==> src/rtl/button_event_scheduler_pkg.sv <==
// Shared constants, event-code layout and helpers for the button event scheduler.
package button_evt_pkg;

    localparam int EVT_W     = 3;
    localparam int NUM_REQ   = 8;
    localparam int KEY_BASE  = 0;
    localparam int CMD_BASE  = 4;
    localparam int CLASS_BIT = 2;
    localparam int IDX_LSB   = 0;

    typedef enum logic {
        CLS_KEY = 1'b0,
        CLS_CMD = 1'b1
    } evt_class_e;

    typedef logic [EVT_W-1:0] evt_code_t;

    function automatic evt_code_t make_code(evt_class_e cls, logic [1:0] idx);
        evt_code_t code;
        code                = '0;
        code[CLASS_BIT]     = cls;
        code[IDX_LSB +: 2]  = idx;
        return code;
    endfunction

endpackage

==> src/rtl/button_event_scheduler_if.sv <==
// Valid/ready event channel from the scheduler to the sale-terminal logic.
interface button_evt_if;
    import button_evt_pkg::*;

    logic      EVT_Valid;
    evt_code_t EVT_Code;
    logic      EVT_Ready;

    modport master (output EVT_Valid, output EVT_Code, input EVT_Ready);
    modport slave  (input EVT_Valid, input EVT_Code, output EVT_Ready);

endinterface

==> src/rtl/button_event_scheduler_rr_arbiter.sv <==
// N-way round-robin arbiter; the pointer marks the highest-priority request.
module rr_arbiter #(
    parameter  int N     = 8,
    localparam int IDX_W = (N > 1) ? $clog2(N) : 1
) (
    input  logic             clk,
    input  logic             rst,
    input  logic [N-1:0]     i_req,
    input  logic             i_enable,
    output logic [N-1:0]     o_grant,
    output logic [IDX_W-1:0] o_idx,
    output logic             o_grant_valid
);

    logic [IDX_W-1:0] r_ptr;
    logic [IDX_W-1:0] w_cand;
    logic [IDX_W-1:0] w_idx;
    logic             w_found;

    // N is a power of two, so pointer arithmetic wraps for free.
    always_comb begin
        w_found = 1'b0;
        w_idx   = r_ptr;
        w_cand  = r_ptr;
        for (int k = 0; k < N; k++) begin
            w_cand = r_ptr + IDX_W'(k);
            if (!w_found && i_req[w_cand]) begin
                w_found = 1'b1;
                w_idx   = w_cand;
            end
        end
    end

    assign o_grant_valid = w_found & i_enable;
    assign o_idx         = w_idx;
    assign o_grant       = o_grant_valid ? (N'(1) << w_idx) : '0;

    always_ff @(posedge clk or posedge rst) begin
        if (rst) begin
            r_ptr <= '0;
        end else if (o_grant_valid) begin
            r_ptr <= w_idx + IDX_W'(1);
        end
    end

endmodule

==> src/rtl/button_event_scheduler.sv <==
// Latches KEY/CMD pulses, arbitrates them round-robin into a FWFT event FIFO.
// Define CMD_PRIORITY_EN to make any pending CMD beat every KEY.
module button_event_scheduler
    import button_evt_pkg::*;
#(
    parameter  int FIFO_DEPTH = 4,
    localparam int CNT_W      = $clog2(FIFO_DEPTH) + 1
) (
    input  logic                 CLOCK_50,
    input  logic                 RESET,
    input  logic [3:0]           CMD_En,
    input  logic [3:0]           KEY_En,
    input  logic                 Ovf_Clear,
    button_evt_if.master         evt,
    output logic [NUM_REQ-1:0]   Pending,
    output logic [CNT_W-1:0]     FIFO_Count,
    output logic                 Overflow
);

    localparam int PTR_W = $clog2(FIFO_DEPTH);

    logic [NUM_REQ-1:0] w_pulse;
    logic [NUM_REQ-1:0] w_grant;
    logic [NUM_REQ-1:0] r_pending;
    logic               w_grant_valid;
    evt_code_t          w_grant_code;
    logic               w_space;
    logic               w_wr;
    logic               w_rd;
    logic               w_valid;
    logic               w_merge;
    logic               r_overflow;
    logic [PTR_W-1:0]   r_wr_ptr;
    logic [PTR_W-1:0]   r_rd_ptr;
    logic [CNT_W-1:0]   r_count;
    evt_code_t          r_mem [FIFO_DEPTH];

    assign w_pulse = {CMD_En, KEY_En};
    assign w_space = (r_count < CNT_W'(FIFO_DEPTH));

`ifdef CMD_PRIORITY_EN
    logic [3:0] w_key_grant;
    logic [3:0] w_cmd_grant;
    logic [1:0] w_key_idx;
    logic [1:0] w_cmd_idx;
    logic       w_key_valid;
    logic       w_cmd_valid;
    logic       w_cmd_any;

    // KEY arbiter is only enabled when no CMD is waiting.
    assign w_cmd_any = |r_pending[CMD_BASE +: 4];

    rr_arbiter #(.N(4)) u_cmd_arb (
        .clk           (CLOCK_50),
        .rst           (RESET),
        .i_req         (r_pending[CMD_BASE +: 4]),
        .i_enable      (w_space),
        .o_grant       (w_cmd_grant),
        .o_idx         (w_cmd_idx),
        .o_grant_valid (w_cmd_valid)
    );

    rr_arbiter #(.N(4)) u_key_arb (
        .clk           (CLOCK_50),
        .rst           (RESET),
        .i_req         (r_pending[KEY_BASE +: 4]),
        .i_enable      (w_space & ~w_cmd_any),
        .o_grant       (w_key_grant),
        .o_idx         (w_key_idx),
        .o_grant_valid (w_key_valid)
    );

    assign w_grant       = {w_cmd_grant, w_key_grant};
    assign w_grant_valid = w_cmd_valid | w_key_valid;
    assign w_grant_code  = w_cmd_valid ? make_code(CLS_CMD, w_cmd_idx)
                                       : make_code(CLS_KEY, w_key_idx);
`else
    logic [2:0] w_idx;

    rr_arbiter #(.N(NUM_REQ)) u_arb (
        .clk           (CLOCK_50),
        .rst           (RESET),
        .i_req         (r_pending),
        .i_enable      (w_space),
        .o_grant       (w_grant),
        .o_idx         (w_idx),
        .o_grant_valid (w_grant_valid)
    );

    assign w_grant_code = make_code(evt_class_e'(w_idx[2]), w_idx[1:0]);
`endif

    // A press is lost only when its bit is already pending and not being granted.
    assign w_merge = |(w_pulse & r_pending & ~w_grant);

    always_ff @(posedge CLOCK_50 or posedge RESET) begin
        if (RESET) begin
            r_pending  <= '0;
            r_overflow <= 1'b0;
        end else begin
            r_pending <= (r_pending & ~w_grant) | w_pulse;
            if (w_merge) begin
                r_overflow <= 1'b1;
            end else if (Ovf_Clear) begin
                r_overflow <= 1'b0;
            end
        end
    end

    assign w_valid = (r_count != '0);
    assign w_wr    = w_grant_valid;
    assign w_rd    = w_valid & evt.EVT_Ready;

    always_ff @(posedge CLOCK_50 or posedge RESET) begin
        if (RESET) begin
            r_wr_ptr <= '0;
            r_rd_ptr <= '0;
            r_count  <= '0;
        end else begin
            if (w_wr) begin
                r_wr_ptr <= r_wr_ptr + PTR_W'(1);
            end
            if (w_rd) begin
                r_rd_ptr <= r_rd_ptr + PTR_W'(1);
            end
            case ({w_wr, w_rd})
                2'b10:   r_count <= r_count + CNT_W'(1);
                2'b01:   r_count <= r_count - CNT_W'(1);
                default: r_count <= r_count;
            endcase
        end
    end

    // Storage needs no reset: the head is masked whenever the FIFO is empty.
    always_ff @(posedge CLOCK_50) begin
        if (w_wr) begin
            r_mem[r_wr_ptr] <= w_grant_code;
        end
    end

    assign evt.EVT_Valid = w_valid;
    assign evt.EVT_Code  = w_valid ? r_mem[r_rd_ptr] : '0;
    assign Pending       = r_pending;
    assign FIFO_Count    = r_count;
    assign Overflow      = r_overflow;

endmodule
==> src/flat_wrapper.sv <==
// flat-port wrapper written by rule: the top's interface ports become plain ports
module button_event_scheduler_flat import button_evt_pkg::*;
#(
    parameter  int FIFO_DEPTH = 4,
    localparam int CNT_W      = $clog2(FIFO_DEPTH) + 1
)
  (CLOCK_50, RESET, CMD_En, KEY_En, Ovf_Clear, Pending, FIFO_Count, Overflow, evt_EVT_Valid, evt_EVT_Code, evt_EVT_Ready);
  button_evt_if evt_i ();
  input  logic CLOCK_50;
  input  logic RESET;
  input  logic [3:0] CMD_En;
  input  logic [3:0] KEY_En;
  input  logic Ovf_Clear;
  output logic [NUM_REQ-1:0] Pending;
  output logic [CNT_W-1:0] FIFO_Count;
  output logic Overflow;
  output wire logic [$bits(evt_i.EVT_Valid)-1:0] evt_EVT_Valid;
  output wire logic [$bits(evt_i.EVT_Code)-1:0] evt_EVT_Code;
  input wire logic [$bits(evt_i.EVT_Ready)-1:0] evt_EVT_Ready;
  assign evt_EVT_Valid = evt_i.EVT_Valid;
  assign evt_EVT_Code = evt_i.EVT_Code;
  assign evt_i.EVT_Ready = evt_EVT_Ready;
  button_event_scheduler #(.FIFO_DEPTH(FIFO_DEPTH)) u_core (.CLOCK_50(CLOCK_50), .RESET(RESET), .CMD_En(CMD_En), .KEY_En(KEY_En), .Ovf_Clear(Ovf_Clear), .evt(evt_i), .Pending(Pending), .FIFO_Count(FIFO_Count), .Overflow(Overflow));
endmodule
==> config.mk <==
export PLATFORM = sky130hd
export DESIGN_NAME = button_event_scheduler_flat
export DESIGN_NICKNAME = d
export VERILOG_FILES = /design/src/rtl/button_event_scheduler_pkg.sv /design/src/rtl/button_event_scheduler_if.sv /design/src/rtl/button_event_scheduler_rr_arbiter.sv /design/src/rtl/button_event_scheduler.sv /design/src/flat_wrapper.sv
export SDC_FILE = /design/constraint.sdc
export NUM_CORES = 1
export LEC_CHECK = 0
export ABC_AREA = 0
export CAP_MARGIN = 5
export CORE_ASPECT_RATIO = 0.5
export CORE_MARGIN = 10
export CORE_UTILIZATION = 25
export CTS_CLUSTER_SIZE = 28
export DETAILED_ROUTE_END_ITERATION = 12
export PLACE_DENSITY = 0.43
export REMOVE_ABC_BUFFERS = 1
export SYNTH_ARGS = -nofsm -noshare
export SYNTH_HDL_FRONTEND = slang
export SYNTH_SLANG_ARGS = --single-unit
==> constraint.sdc <==
create_clock -name CLOCK_50 -period 13.6 [get_ports CLOCK_50]
set_clock_uncertainty 0.15 [all_clocks]
set_input_delay 1.36 -clock CLOCK_50 [delete_from_list [all_inputs] [get_ports CLOCK_50]]
set_output_delay 1.36 -clock CLOCK_50 [all_outputs]
set_load 0.02 [all_outputs]
### Yosys cells after proc, flatten, opt, wreduce, memory -nomap -nowiden

Memory sizes are Yosys's and may differ from the RTL's.
Cells that the tools add are included.
Widths: inputs -> output; s select.

| word-level totals | value |
|---|---|
| bits in latches | 0 |
| output and inout port bits | 16 |
| bits in writable memories | 12 |
| register bits | 19 |
| memories | 1 |
| input port bits | 12 |
| memory bits (read-only) | 0 |
| logic and storage cells | 94 |

Memory list:

| name | words | bits a word | read ports | clocked after Yosys merged registers in | write ports | RTL line | text |
|---|---|---|---|---|---|---|---|
| u_core.r_mem | 4 | 3 | 1 | 0 | 1 | button_event_scheduler.sv:36 | `evt_code_t r_mem [FIFO_DEPTH];` |

| operators by class | value |
|---|---|
| reduce and logical (&&, ||, !) cells | 18 |
| multipliers | 0 |
| add/subtract/negate cells | 12 |
| magnitude comparators | 9 |
| mux-type cells | 38 |
| shift-type cells | 1 |
| divide/modulo/power cells | 0 |
| bitwise operators | 7 |
| eq/ne operators | 2 |

Operators with widths:

| operator | count |
|---|---|
| $lt 3x4->1 const B | 8 |
| $and 8x8->8 | 3 |
| $bmux 1 s3 | 8 |
| $mux 3 | 8 |
| $mux 1 | 20 |
| $add 3x3->3 const B | 4 |
| $add 3x1->3 const B | 3 |
| $mux 8 | 1 |
| $not 8->8 | 1 |
| $or 8x8->8 | 1 |
| $reduce_or 8->1 | 1 |
| $shl 1x3->8 const A | 1 |
| $logic_and 1x1->1 | 7 |
| $logic_not 1->1 | 7 |
| $add 3x2->3 const B | 2 |
| $pmux 3 s2 | 1 |
| $add 2x1->2 const B | 2 |
| $reduce_bool 2->1 | 2 |
| $lt 3x3->1 const B | 1 |
| $reduce_bool 3->1 | 1 |
| $sub 3x1->3 const B | 1 |
| $and 1x1->1 | 2 |
| $eq 2x1->1 const B | 1 |
| $eq 2x2->1 const B | 1 |

### Longest topological paths before layout

| depth | value |
|---|---|
| depth in word-level cells | 30 |
| depth in mapped cells | 18 |
| gate-level depth less buffers | 14 |

### By module

A second synthesis with hierarchy kept.

| unflattened totals | value |
|---|---|
| cells, all modules | 217 |
| area total of the unflattened synthesis | 2422.3 µm² |

By module, submodules not included:

| module | times used | sequential area each (µm²) | area each (µm²) | cells an instance |
|---|---|---|---|---|
| button_event_scheduler | 1 | 760.7 | 1265.0 | 94 |
| rr_arbiter | 1 | 75.1 | 1157.4 | 123 |

### Worst setup path after synthesis

Ideal clock, no wire load.

| path | value |
|---|---|
| path type | flip-flop to flip-flop |
| from | reg u_core.u_arb.r_ptr[1] |
| to | reg u_core.r_overflow (netlist: u_core.Overflow) |
| setup time | 0.148 ns |
| required time | 13.302 ns |
| path buffers | 2 |
| arrival | 4.451 ns |
| path slack | 8.851 ns |
| period minus slack after synthesis | 4.749 ns |
| stages on the path, launching flop included | 16 |
| cell sequence | dfrtp_1 -> buf_1 -> inv_1 -> ha_1 -> buf_6 -> mux2_1 -> mux4_2 -> o22a_2 -> nor4_2 -> a221oi_1 -> a21oi_1 -> ha_1 -> a21o_1 -> or4bb_1 -> a2111oi_0 -> o211ai_1 |

| on the way | value |
|---|---|
| word-level cells in the longest chain between the ends | 30 |
| elaborated cells on any way between the ends | 60 |
| classes of those cells | add/sub (7); shift (1); mux (33); bitwise (3); reduce/logical (16) |

Ends and longest elaborated chain:

| what | RTL line | text |
|---|---|---|
| start, declared | button_event_scheduler_rr_arbiter.sv:15 | `logic [IDX_W-1:0] r_ptr;` |
| start signal, assigned | button_event_scheduler_rr_arbiter.sv:42 | `r_ptr <= w_idx + IDX_W'(1);` |
| parallel branches: the longest is 23 deep, another holds $add 3x1->3 | -- |  |
| $mux 3 (*) | button_event_scheduler_rr_arbiter.sv:27 | `if (!w_found && i_req[w_cand]) begin` |
| net u_core.u_arb.o_idx[1] | button_event_scheduler_rr_arbiter.sv:11 | `output logic [IDX_W-1:0] o_idx,` |
| $shl 1x3->8 (*) | button_event_scheduler_rr_arbiter.sv:36 | `assign o_grant = o_grant_valid ? (N'(1) << w_idx) : '0;` |
| $mux 8 (*) | button_event_scheduler_rr_arbiter.sv:36 |  |
| $not 8->8 (*) | button_event_scheduler.sv:94 | `assign w_merge = \|(w_pulse & r_pending & ~w_grant);` |
| $and 8x8->8 (*) | button_event_scheduler.sv:94 |  |
| $reduce_or 8->1 (*) | button_event_scheduler.sv:94 |  |
| $mux 1 / $reduce_bool 2->1 (equally long branches) | -- |  |
| end signal, assigned | button_event_scheduler.sv:99 | `r_overflow <= 1'b0;` |
| end signal, assigned | button_event_scheduler.sv:103 | `r_overflow <= 1'b1;` |
| end signal, assigned | button_event_scheduler.sv:105 | `r_overflow <= 1'b0;` |
| end, declared | button_event_scheduler.sv:32 | `logic r_overflow;` |

Mark *: on every way through the listed nets, which the timed path passes. The select of a mux whose other input is x is not followed.
A chain may end at the register's enable or synchronous reset.

### Final worst setup path

| path | value |
|---|---|
| from | reg u_core.u_arb.r_ptr[0] |
| to | reg u_core.r_overflow (netlist: u_core.Overflow) |

Same word-level chain as after synthesis.

==> flow_metrics.py <==
metrics = {
    "status": {
        "status": "complete, no violations",
    },
    "worst_setup_path": {
        "crit_start": "u_core.u_arb.r_ptr[0]$_DFFE_PP0P_",
        "worstReg2RegStart": "u_core.u_arb.r_ptr[0]$_DFFE_PP0P_",
        "end_kind": "register",
        "arrival_ns": 5.93,
        "cp-start-kind": "register",
        "critical_path_required_ns": 13.58,
        "critPathKind": "reg2reg",
        "cp_max_fo": 20,
    },
    "yosys": {
        "synth_edf_count": 12,
        "ys_ff_latch": 31,
        "syn-instance-count": 235,
        "avgSynthCellArea_um2": 10.7,
        "dominantRegCellSynth": "dfrtp_1",
        "synth_area_mm2": 0.00252,
        "synth_most_common_cell": "dfrtp_1",
        "yosysWarningCount": 0,
        "synthTopCellsByCount": "dfrtp_1, inv_1, mux4_2",
        "synth.largest_area_cell": "dfrtp_1",
        "yosysSeqAreaShare_pct": 33.2,
        "synth.area.top_cells": "dfrtp_1, edfxtp_1, mux4_2, ha_1, mux2_2",
        "yosysUniqueCellTypes": 62,
        "synthArstFlopShare_pct": 61.3,
        "synth_top_area_share_pct": 18.9,
    },
    "power": {
        "p_clk_share_pct": 11.8,
        "switching_power_mw": 0.403,
        "power_density_mw_per_mm2": 285,
        "p_int_mw": 0.460,
        "ir_worst_vdd_mv": 0.0651,
        "p_leak_nw": 1.07,
        "power_frac_comb_pct": 61.8,
        "sequentialPowerShare_pct": 26.4,
        "swShare_pct": 46.7,
    },
    "global_route": {
        "grt_overflow": 0,
        "antenna_found_initial": 0,
        "grt_pass1_vias": 2052,
        "grt_max_degree": 21,
        "grt_pass1_wl_mm": 11.1,
        "track_usage_pct": 9.09,
    },
    "floorplanning": {
        "dieArea_mm2": 0.0147,
        "core_mm2": 0.00963,
        "io_pins": 28,
        "start_util_pct": 26.2,
        "num_rows": 25,
        "die_h_um": 91.0,
        "die_w_um": 162,
    },
    "worst_hold_path": {
        "hp-start": "u_core.FIFO_Count[0]$_DFFE_PP0P_",
        "hp-class": "reg2reg",
    },
    "timing": {
        "rsz0062_at_grt": "false",
        "setup_tns_ns": 0,
        "fin_ws_ns": 7.64,
        "hold_viol": 0,
        "timing.final.crit_share_pct": 43.8,
        "maxSlewViolCount": 0,
        "worstMarginPinSlew_ns": 0.973,
        "fmax_mhz": 168,
        "timing.slew.headroom_pct": 35.1,
        "setup_viol": 0,
        "fin_hold_ws_ns": 0.349,
        "final.min_clock_period_ns": 5.96,
    },
    "clock_tree": {
        "cts_buffer_depth": 2,
        "htree_levels": 2,
        "cts_hold_buf": 0,
        "clkSinkCount": 31,
        "post_cts_resized": 0,
        "path_clk_slew_ns": 0.05,
        "cts_tree": "yes",
        "cts_setup_buffers": 0,
        "clock_latency_ns": 0.27,
        "cts_root_buffer": "clkbuf_16",
        "numCtsBuffers": 5,
    },
    "detailed_routing": {
        "wl_mm": 6.76,
        "num_vias": 2001,
        "viasPerCell": 5.13,
        "antenna_left": 0,
        "post-route-drc-count": 0,
        "drt_pass1_iterations": 4,
        "wire_per_inst_um": 17.3,
        "drt_iter0_drc": 151,
    },
    "final_layout": {
        "finalNetCount": 278,
        "drive_gt1_share_pct": 14.9,
        "final_cell_area_mm2": 0.00302,
        "antenna_cells": 0,
        "utilization_pct": 31.4,
        "syn_to_final_growth_pct": 20.0,
    },
    "placed_design": {
        "dpl_cell_area_mm2": 0.00289,
        "gp_congestion": 0.873,
        "place_ws_ns": 7.61,
        "io_buffers": 27,
        "dp_hpwl_mm": 5.18,
    },
    "job": {
        "max-cap-violations": 0,
    },
}
-- routing by layer --
metal | GRT usage, % | vias up | wire length [um]
met5 | 0 | - | 0
met1 | 11.4 | 1030 | 3090
li1 | - | 934 | -
met4 | 2.86 | 0 | 86
met3 | 1.71 | 6 | 222
met2 | 15.5 | 31 | 3360
-- power by group through the flow --
stage | Combinational (mW) | Clock (mW) | Sequential, mW
floorplan | 0.373 | 0 | 0.219
global placement | 0.530 | 0 | 0.230
detailed placement | 0.534 | 0 | 0.230
CTS | 0.537 | 0.104 | 0.228
global route | 0.588 | 0.109 | 0.238
finish | 0.534 | 0.101 | 0.228
-- metrics by stage --
stage	power, mW	cells
floorplan	0.592	220
global placement	0.760	383
detailed placement	0.763	383
CTS	0.869	390
global route	0.934	390
finish	0.863	390
-- logic make-up after synthesis --
group	count (synthesis)	share of synthesized area, %
xor gates and xnor gates	12	4.47
DFF	31	33.2
adders and majority gates	11	5.76
muxes	28	18.8
and+or+nand+nor	55	11.8
AOI/OAI and AO/OA	64	20.1
buffers and inverters	34	5.86
-- worst paths after layout --
path | to | slack, ns | cells after the start
min in group asynchronous | u_core.r_wr_ptr[1]$_DFFE_PP0P_ | 1.39 | 2
setup / recovery | u_core.Overflow$_DFFE_PP0P_ | 7.64 | 13
setup reg to reg | u_core.Overflow$_DFFE_PP0P_ | 7.64 | 13
hold / removal | u_core.FIFO_Count[0]$_DFFE_PP0P_ | 0.35 | 1
hold reg to reg | u_core.FIFO_Count[0]$_DFFE_PP0P_ | 0.35 | 1
max in group asynchronous | u_core.FIFO_Count[0]$_DFFE_PP0P_ | 11.42 | 2
-- final cells by class --
cell class              count  area (um^2)
clock buffers               5          125
clock inverters             2         8.76
inverters                  19         71.3
flip-flops and latches     31          836
fillers                   986         6610
repair buffers             28          278
well taps                 135          169
multi-input cells         170         1540
-- registers in the layout, summed over array words and instances, names as in the netlist --
| name | flops |
|---|---|
| u_core.Overflow | 1 |
| u_core.Pending | 8 |
| u_core.r_wr_ptr | 2 |
| u_core.r_rd_ptr | 2 |
| u_core.u_arb.r_ptr | 3 |
| u_core.FIFO_Count | 3 |
| u_core.r_mem | 12 |
-- worst max-delay path, stage by stage, from the launching register on --
cell       delay, ns
dfrtp_1         0.98
inv_1           0.22
ha_1            0.77
mux2_1          0.42
mux4_2          0.51
o22a_2          0.30
nor4_2          0.38
a221oi_1        0.18
a21oi_1         0.54
ha_1            0.32
a21o_1          0.14
or4bb_1         0.38
a2111oi_0       0.40
o211ai_1        0.13
-- layout by cell type (no fill, tap or decap), types with 4 or more instances in the layout --
cell / count
clkdlybuf4s50_1: 27
dfrtp_1: 19
inv_1: 16
mux4_2: 13
nand2_1: 12
edfxtp_1: 12
nor2_1: 11
and2_1: 10
ha_1: 10
a21oi_1: 9
a21o_1: 8
xnor2_1: 7
o21ai_0: 7
mux2_2: 6
a22oi_1: 6
mux2i_1: 5
a221oi_1: 5
nand2b_1: 5
clkbuf_16: 5
xor2_1: 4
nand3_1: 4
No activity file was read; power rests on OpenSTA's default activity.
